## src/rtl/rtc_time_keeper.sv

```systemverilog
// 24 h wall-clock keeper (hours/minutes/seconds) with a two-button set sequence.
// Optional field blink request is built only when RTC_BLINK_EN is defined.
module rtc_time_keeper #(
    parameter int CLK_FREQ_HZ = 25_000_000
) (
    input  logic       clk,
    input  logic       reset,
    input  logic       btn_mode,
    input  logic       btn_inc,
    output logic [4:0] hours,
    output logic [5:0] minutes,
    output logic [5:0] seconds,
    output logic       setting_hours,
    output logic       setting_minutes,
    output logic       blink
);

    localparam int PW = (CLK_FREQ_HZ > 1) ? $clog2(CLK_FREQ_HZ) : 1;
    localparam logic [PW-1:0] PRE_TC = PW'(CLK_FREQ_HZ - 1);

    typedef enum logic [1:0] {
        ST_RUN         = 2'b00,
        ST_SET_HOURS   = 2'b01,
        ST_SET_MINUTES = 2'b10
    } state_t;

    state_t        state_r, state_next_s;
    logic [PW-1:0] prescaler_r, prescaler_next_s;
    logic [4:0]    hours_r, hours_next_s;
    logic [5:0]    minutes_r, minutes_next_s;
    logic [5:0]    seconds_r, seconds_next_s;
    logic          btn_mode_q_r, btn_inc_q_r;
    logic          setting_hours_r, setting_minutes_r;
    logic          mode_rise_s, inc_rise_s, tick_s;

    function automatic logic [5:0] inc_mod60(input logic [5:0] v);
        return (v == 6'd59) ? 6'd0 : v + 6'd1;
    endfunction

    function automatic logic [4:0] inc_mod24(input logic [4:0] v);
        return (v == 5'd23) ? 5'd0 : v + 5'd1;
    endfunction

    assign mode_rise_s = btn_mode & ~btn_mode_q_r;
    assign inc_rise_s  = btn_inc & ~btn_inc_q_r;
    assign tick_s      = (state_r == ST_RUN) && (prescaler_r == PRE_TC);

    // Next-state, time-field and prescaler update; mode edge has priority over inc edge.
    always_comb begin
        state_next_s     = state_r;
        prescaler_next_s = prescaler_r;
        hours_next_s     = hours_r;
        minutes_next_s   = minutes_r;
        seconds_next_s   = seconds_r;
        case (state_r)
            ST_RUN: begin
                if (tick_s) begin
                    prescaler_next_s = {PW{1'b0}};
                    seconds_next_s   = inc_mod60(seconds_r);
                    if (seconds_r == 6'd59) begin
                        minutes_next_s = inc_mod60(minutes_r);
                        if (minutes_r == 6'd59) begin
                            hours_next_s = inc_mod24(hours_r);
                        end else begin
                            hours_next_s = hours_r;
                        end
                    end else begin
                        minutes_next_s = minutes_r;
                    end
                end else begin
                    prescaler_next_s = prescaler_r + {{(PW-1){1'b0}}, 1'b1};
                end
                if (mode_rise_s) begin
                    state_next_s = ST_SET_HOURS;
                end else begin
                    state_next_s = ST_RUN;
                end
            end
            ST_SET_HOURS: begin
                if (mode_rise_s) begin
                    state_next_s = ST_SET_MINUTES;
                end else if (inc_rise_s) begin
                    hours_next_s = inc_mod24(hours_r);
                end else begin
                    state_next_s = ST_SET_HOURS;
                end
            end
            ST_SET_MINUTES: begin
                if (mode_rise_s) begin
                    state_next_s     = ST_RUN;
                    seconds_next_s   = 6'd0;
                    prescaler_next_s = {PW{1'b0}};
                end else if (inc_rise_s) begin
                    minutes_next_s = inc_mod60(minutes_r);
                end else begin
                    state_next_s = ST_SET_MINUTES;
                end
            end
            default: begin
                state_next_s = ST_RUN;
            end
        endcase
    end

    // State, time and edge-detect registers; flags decode the state being entered.
    always_ff @(posedge clk) begin
        if (reset) begin
            state_r           <= ST_RUN;
            prescaler_r       <= {PW{1'b0}};
            hours_r           <= 5'd0;
            minutes_r         <= 6'd0;
            seconds_r         <= 6'd0;
            btn_mode_q_r      <= 1'b1;
            btn_inc_q_r       <= 1'b1;
            setting_hours_r   <= 1'b0;
            setting_minutes_r <= 1'b0;
        end else begin
            state_r           <= state_next_s;
            prescaler_r       <= prescaler_next_s;
            hours_r           <= hours_next_s;
            minutes_r         <= minutes_next_s;
            seconds_r         <= seconds_next_s;
            btn_mode_q_r      <= btn_mode;
            btn_inc_q_r       <= btn_inc;
            setting_hours_r   <= (state_next_s == ST_SET_HOURS);
            setting_minutes_r <= (state_next_s == ST_SET_MINUTES);
        end
    end

    assign hours           = hours_r;
    assign minutes         = minutes_r;
    assign seconds         = seconds_r;
    assign setting_hours   = setting_hours_r;
    assign setting_minutes = setting_minutes_r;

`ifdef RTC_BLINK_EN
    localparam int BLINK_TC = (CLK_FREQ_HZ / 4 > 1) ? CLK_FREQ_HZ / 4 : 1;
    localparam int BW       = (BLINK_TC > 1) ? $clog2(BLINK_TC) : 1;
    localparam logic [BW-1:0] BLINK_LAST = BW'(BLINK_TC - 1);

    logic [BW-1:0] blink_cnt_r;
    logic          blink_r;

    // 2 Hz blink while setting; restarted visible after each edit and outside set mode.
    always_ff @(posedge clk) begin
        if (reset) begin
            blink_cnt_r <= {BW{1'b0}};
            blink_r     <= 1'b0;
        end else if ((state_next_s == ST_RUN) || inc_rise_s) begin
            blink_cnt_r <= {BW{1'b0}};
            blink_r     <= 1'b0;
        end else if (blink_cnt_r == BLINK_LAST) begin
            blink_cnt_r <= {BW{1'b0}};
            blink_r     <= ~blink_r;
        end else begin
            blink_cnt_r <= blink_cnt_r + {{(BW-1){1'b0}}, 1'b1};
            blink_r     <= blink_r;
        end
    end

    assign blink = blink_r;
`else
    assign blink = 1'b0;
`endif

endmodule

```

## config.mk

```make
export PLATFORM = sky130hd
export DESIGN_NAME = rtc_time_keeper
export DESIGN_NICKNAME = d
export VERILOG_FILES = /design/src/rtl/rtc_time_keeper.sv
export SDC_FILE = /design/constraint.sdc
export NUM_CORES = 1
export LEC_CHECK = 0
export ABC_AREA = 0
export CAP_MARGIN = 25
export CORE_MARGIN = 2
export CORE_UTILIZATION = 62
export CTS_CLUSTER_DIAMETER = 50
export DETAILED_ROUTE_END_ITERATION = 12
export GPL_TIMING_DRIVEN = 1
export PLACE_DENSITY = 0.93
export SETUP_SLACK_MARGIN = 0.15
export SYNTH_ARGS = -nofsm -noshare
export SYNTH_HDL_FRONTEND = slang
export SYNTH_SLANG_ARGS = --single-unit
```

## constraint.sdc

```tcl
create_clock -name clk -period 5.21 [get_ports clk]
set_input_delay 1.042 -clock clk [delete_from_list [all_inputs] [get_ports clk]]
set_output_delay 1.042 -clock clk [all_outputs]
set_load 0.01 [all_outputs]
```

==> results of run 1 <==
-- layout make-up --
type                            count  area [um2]  share of cell area
Clock buffer                        7        96.3              0.0325
Inverter                            7        26.3             0.00886
Multi-Input combinational cell    237        1590               0.534
Sequential cell                    48         961               0.324
Tap cell                           50        62.6              0.0211
Timing Repair Buffer               24         235              0.0793
-- worst max-delay path by stage --
stage	start	to	slack [ns]	cells after the start
after floorplan	btn_mode	prescaler_r[7]$_SDFFE_PP0P_	2.63	6
after global placement	btn_mode	prescaler_r[7]$_SDFFE_PP0P_	1.98	6
after detailed placement	btn_mode	prescaler_r[7]$_SDFFE_PP0P_	1.87	6
after CTS	btn_mode	prescaler_r[7]$_SDFFE_PP0P_	2.18	6
after global routing	btn_mode	prescaler_r[7]$_SDFFE_PP0P_	1.99	6
final	btn_mode	prescaler_r[7]$_SDFFE_PP0P_	2.14	6
-- worst max-delay path, cell delays in order --
cell and delay [ns]:
clkdlybuf4s50_1 0.48, nand2b_1 0.25, a2111oi_0 0.99, and4b_1 0.32
o22ai_1 0.08, a21oi_1 0.15
-- stage by stage --
step                      instance area [um2]  std cells  utilization  hold slack [ns]  total power [mW]
after CTS                                2970        373        0.731            0.494             0.667
after detailed placement                 2870        366        0.707            0.483             0.433
after global routing                     2970        373        0.731            0.519             0.687
after floorplan                          2640        306            -            0.453             0.419
final                                    2970        373        0.731            0.495             0.664
after global placement                   2870        366        0.707            0.476             0.432
-- placed cells by master (no fill, tap or decap), types with 4 or more instances in the layout --
cell type,Yosys,routed
dfxtp_1,48,48
nor2_1,35,35
nand2_1,24,24
clkdlybuf4s50_1,0,22
nand3_1,16,16
a21oi_1,14,14
xor2_1,11,11
o21ai_0,10,10
nand4_1,10,10
nor3_1,9,9
mux2i_1,9,9
inv_1,7,7
nand2b_1,7,7
nor2b_1,7,7
clkbuf_8,0,7
and2_1,6,6
and4_1,5,5
and3_1,5,5
or2_2,4,4
or4_1,4,4
ha_1,4,4
-- state kept, by name, indices dropped and copies added, names as in the netlist --
| register | cells |
|---|---|
| prescaler_r | 25 |
| minutes | 6 |
| seconds | 6 |
| hours | 5 |
| state_r | 2 |
| btn_inc_q_r | 1 |
| btn_mode_q_r | 1 |
| setting_hours | 1 |
| setting_minutes | 1 |
-- power breakdown --
| group | internal, mW | switching, mW |
|---|---|---|
| Sequential | 0.373 | 0.00898 |
| Combinational | 0.0188 | 0.0250 |
| Clock | 0.118 | 0.120 |
-- cell families (layout without fill, tap and decap cells) --
| kind of cell | count (synthesis) | after routing | share of synthesized area |
|---|---|---|---|
| other | 1 | 1 | 0.00142 |
| XOR/XNOR | 14 | 14 | 0.0465 |
| AO/OA/AOI/OAI | 48 | 48 | 0.127 |
| multiplexers | 11 | 11 | 0.0427 |
| AND/OR/NAND/NOR | 159 | 159 | 0.365 |
| adder cells (fa/ha/maj) | 4 | 4 | 0.0190 |
| flip-flops | 48 | 48 | 0.365 |
| buffers and inverters | 21 | 38 | 0.0337 |
-- layer usage --
metal | vias up | GRT usage
met5 | - | 0
met4 | 0 | 0.122
met3 | 12 | 0.0610
met2 | 89 | 0.378
met1 | 1083 | 0.309
li1 | 1147 | -
==> summary.txt, run 1 <==
Run status
  – Status: completed

Yosys
  – Seq/Total Area, Yosys: 0.365
  – Ys Warns: 0
  – Ys flop type: dfxtp_1
  – Top cell type's share of synthesized area: 0.365
  – Post-synth ARST share: 0
  – Leading area contributor after synthesis: dfxtp_1
  – Post-synth EDFFs: 0
  – #FFs+latches synth: 48
  – Post-Syn Area per Cell: between 8 and 9 um2
  – Count leader, synth: dfxtp_1
  – Cells after Synth: between 300 and 400
  – Top cells by area in the synthesized netlist: dfxtp_1, nor2_1, xor2_1, mux2i_1, nand2_1
  – Top post-synthesis cells by count: dfxtp_1, nor2_1, nand2_1
  – Post-Synthesis Cell Area: 2640 um2
  – Net count after synthesis: ~310
  – Synth cell types: 64

Finish
  – Layout cell share with drive strength beyond 1: 0.0960
  – Layout area overhead: 12.6%
  – Fillers: ~320
  – # nets final: about 330
  – Ant. Diodes: 0

Setup path
  – Worst r2r dst: prescaler_r[19]$_SDFFE_PP0P_
  – CP max FO: 10
  – CP Capture Type: flop
  – CP Launch Type: input port
  – Reg-to-reg critical path startpoint: prescaler_r[7]$_SDFFE_PP0P_
  – Critical path class: input port to flop
  – WP data arrival: roughly 3.3 ns
  – CP Data Required Time: between 5 and 6 ns
  – Reg-to-reg slack, setup: around 3 ns
  – Reg2reg path depth: 5

Floorplan
  – Die height: about 69 um
  – Core ar.: between 4000 and 5000 um2
  – Starting Density: 0.649
  – Num ports: 24
  – Chip Width: between 60 and 70 um
  – Row count: 23
  – Die area: ~4800 um2

Pwr
  – Power per Cell Area: 224 nW/um2
  – Leakage power: 1.09 nW
  – Max rail drop VDD: roughly 190 uV

Place
  – GP Congestion: between 0.8 and 0.9
  – Dpl hpwl: roughly 4.0 mm
  – DP Worst Slack: 1.87 ns
  – Port bufs: 22

Clock network
  – H-tree depth: 2
  – Postcts setup bufs: 0
  – Post-CTS Resized: 0
  – Worst-path clk slew: roughly 0.080 ns
  – CTS tree: done
  – Worst-Skew Late Latency: 0.31 ns
  – Sink Count: between 40 and 50
  – CTS Hold Buffers Added: 0
  – Root buf cell: clkbuf_8
  – Num CTS Buffers: 5
  – Maximum clock path buffer count: 2

Route
  – Antenna-violating nets left: 0
  – Vias/cell: 6.25
  – TritonRoute pass-1 iters: 5
  – Drt total wl: about 5.6 mm
  – Max layer used: met4
  – Average wire per cell in the routed design: 15.1 um
  – Metal2 WL: about 2.6 mm
  – Met3 wire len: 340 um
  – DRC: 0
  – Initial DRC count: 197
  – Vias post-DR: 2,331
  – Metal-1 WL: 2.55 mm

STA
  – Endpoints failing hold: 0
  – Max Clk Rate: ~330 MHz
  – Worst slew pin tran: 1.04 ns
  – Tmin final: roughly 3.1 ns
  – Tcrit/Tclk final: 0.590
  – Slew Limit Fails: 0
  – Setup TNS Final: 0 ns
  – Setup violations, final: 0
  – RSZ-0062 raised after global routing: false
  – Headroom to the max-slew limit: 0.290
  – Worst setup margin: 2.14 ns
  – Final Skew: 0.00425 ns

GRT
  – Vias in the first global route: ~2,200
  – Global-route usage over all layers: 0.242
  – GRT overflow: 0
  – Largest net degree at the start of global routing: 22
  – Antenna violations before repair: 0
  – Wire length of the first global-routing pass: 9.55 mm

Run
  – # Max-Cap Violations: 0

Hold path
  – Hold depth: 1
  – HP Start: prescaler_r[21]$_SDFFE_PP0P_
  – WHS Endpoint: prescaler_r[21]$_SDFFE_PP0P_
  – Hold Path Class: flop to flop
No activity file was read; power rests on OpenSTA's default activity.
==> run 2: changes to the inputs <==
--- a/config.mk
+++ b/config.mk
@@ -8,11 +8,11 @@
 export ABC_AREA = 0
 export CAP_MARGIN = 25
 export CORE_MARGIN = 2
-export CORE_UTILIZATION = 62
+export CORE_UTILIZATION = 57
 export CTS_CLUSTER_DIAMETER = 50
 export DETAILED_ROUTE_END_ITERATION = 12
 export GPL_TIMING_DRIVEN = 1
-export PLACE_DENSITY = 0.93
+export PLACE_DENSITY = 0.87
 export SETUP_SLACK_MARGIN = 0.15
 export SYNTH_ARGS = -nofsm -noshare
 export SYNTH_HDL_FRONTEND = slang
==> constraint.sdc (replaced) <==
create_clock -name clk -period 3.2 [get_ports clk]
set_input_delay 0.64 -clock clk [delete_from_list [all_inputs] [get_ports clk]]
set_output_delay 0.64 -clock clk [all_outputs]
set_load 0.01 [all_outputs]
==> summary.txt, run 2 (synthesis gave the netlist of run 1 again) <==
STA
  – Tcrit/Tclk final: 0.760
  – Max Clk Rate: 411 MHz
  – Endpoints failing hold: 0 (unchanged)
  – Slew Limit Fails: 0 (unchanged)
  – Setup violations, final: 0 (unchanged)
  – Worst slew pin tran: 0.708 ns (-0.331 ns)
  – Worst setup margin: 0.768 ns (-1.37 ns)
  – Headroom to the max-slew limit: 0.527 (+0.238)
  – Final Skew: 0.00921 ns (+0.00496 ns)
  – Tmin final: 2.43 ns
  – RSZ-0062 raised after global routing: false
  – Setup TNS Final: 0 ns (unchanged)

Place
  – Dpl hpwl: 3.87 mm (-2.9%)
  – DP Worst Slack: 0.472 ns (-1.40 ns)
  – Port bufs: 22 (unchanged)
  – Placed Area: 2890 um2 (+0.61%)
  – GP Congestion: 0.793 (-3.6%)

Floorplan
  – Core ar.: 4410 um2 (+8.8%)
  – Die height: 72.0 um (+4.0%)
  – Row count: 24 (+4.3%)
  – Die area: 5180 um2 (+8.3%)
  – Starting Density: 0.597 (-0.0525)
  – Chip Width: 72.0 um (+4.0%)
  – Num ports: 24 (unchanged)

Setup path
  – Critical path class: input port to flop
  – CP max-delay cell: a2111oi_2
  – Reg2reg path depth: 5 (unchanged)
  – CP Capture Type: flop
  – CP Data Required Time: 3.36 ns (-2.08 ns)
  – Cells along the critical path: clkdlybuf4s50_1 > nand2b_1 > a2111oi_2 > nand4_1 > xor2_1 > nor2_1
  – WP data arrival: 2.60 ns (-0.71 ns)
  – CP Launch Type: input port
  – CP max FO: 10 (unchanged)
  – Crit-path max cell delay: 0.78 ns (-0.21 ns)
  – Reg-to-reg slack, setup: 0.92 ns (-2.01 ns)

Clock network
  – Root buf cell: clkbuf_8
  – Worst-path clk slew: 0.09 ns (about the same)
  – Maximum clock path buffer count: 2 (unchanged)
  – CTS tree: done
  – CTS Hold Buffers Added: 0 (unchanged)
  – Postcts setup bufs: 0 (unchanged)
  – H-tree depth: 2 (unchanged)
  – Num CTS Buffers: 5 (unchanged)
  – Sink Count: 48 (unchanged)
  – Post-CTS Resized: 0 (unchanged)
  – Worst-Skew Late Latency: 0.30 ns (about the same)

GRT
  – Global-route usage over all layers: 0.222 (-0.0200)
  – Vias in the first global route: 2,137 (-2.2%)
  – Wire length of the first global-routing pass: 9.36 mm (-2.0%)
  – Antenna violations before repair: 0 (unchanged)
  – Largest net degree at the start of global routing: 33 (+50%)
  – GRT overflow: 0 (unchanged)

Route
  – Vias post-DR: 2,321 (-0.43%)
  – Initial DRC count: 153 (-22%)
  – Antenna-violating nets left: 0 (unchanged)
  – Drt total wl: 5.36 mm (-4.8%)
  – Vias/cell: 6.14 (-1.7%)
  – DRC: 0 (unchanged)
  – Average wire per cell in the routed design: 14.2 um (-6.1%)
  – TritonRoute pass-1 iters: 4 (-1)

Pwr
  – Leakage power: 1.10 nW (+1.1%)
  – Power per Cell Area: 356 nW/um2 (+59%)
  – Max rail drop VDD: 369 uV (+91%)

Finish
  – Leading cell type in the layout, fill and taps excluded: dfxtp_1
  – Register with the most flip-flops: prescaler_r
  – Commonest non-fill, non-tap cells in the layout: dfxtp_1, nor2_1, nand2_1
  – Layout cell share with drive strength beyond 1: 0.104 (+0.00832)
  – Ant. Diodes: 0 (unchanged)
  – Max reg flops: 25 (unchanged)
  – Final core utilization: 0.675 (-0.0559)
  – Final Cell Area: 2980 um2 (+0.46%)
  – # nets final: 333 (+0.60%)
  – Layout area overhead: 13.1%

Run
  – # Max-Cap Violations: 0 (unchanged)

Hold path
  – Hold depth: 1 (unchanged)
  – Hold Path Class: flop to flop

Run status
  – Status: completed
-- run 2: layout make-up --
type / instances / area [um2]
multi-input cells: 237 / 1590
fillers: 362 / 1430
flip-flops and latches: 48 / 961
repair buffers: 26 / 250
clock buffers: 6 / 82.6
well taps: 52 / 65.1
inverters: 7 / 26.3
clock inverters: 2 / 10.0
-- run 2: path summary, 6_finish.rpt --
check | from | endpoint
worst min-delay path | prescaler_r[21]$_SDFFE_PP0P_ | prescaler_r[21]$_SDFFE_PP0P_
worst max-delay path | btn_mode | prescaler_r[16]$_SDFFE_PP0P_
worst min register to register | prescaler_r[21]$_SDFFE_PP0P_ | prescaler_r[21]$_SDFFE_PP0P_
worst max register to register | prescaler_r[8]$_SDFFE_PP0P_ | minutes[2]$_SDFFE_PP0P_
-- run 2: per-stage QoR --
| step | total power [mW] | std cells | hold WS, ns |
|---|---|---|---|
| finish | 1.06 | 378 | 0.504 |
| global route | 1.11 | 378 | 0.529 |
| CTS | 1.07 | 378 | 0.501 |
| detailed placement | 0.706 | 370 | 0.485 |
| global placement | 0.703 | 370 | 0.475 |
| floorplan | 0.683 | 306 | 0.453 |
-- run 2: worst max-delay path: cells and delay by family --
kind / cells / cell delay [ns]
AO/OA/AOI/OAI: 1 / 0.78
AND/OR/NAND/NOR: 3 / 0.51
buffers and inverters: 1 / 0.48
XOR/XNOR: 1 / 0.18
-- run 2: report_power, final --
part,switching [mW],internal [mW],total (mW)
logic,0.0403,0.0306,0.0709
clock network,0.196,0.173,0.368
registers,0.0148,0.607,0.622
total,0.251,0.811,1.06
-- run 2: metal layers --
metal  track usage  share of wire
met1         0.297           0.46
met2         0.360           0.48
met3        0.0514          0.046
met4        0.0629         0.0075
met5             0              0
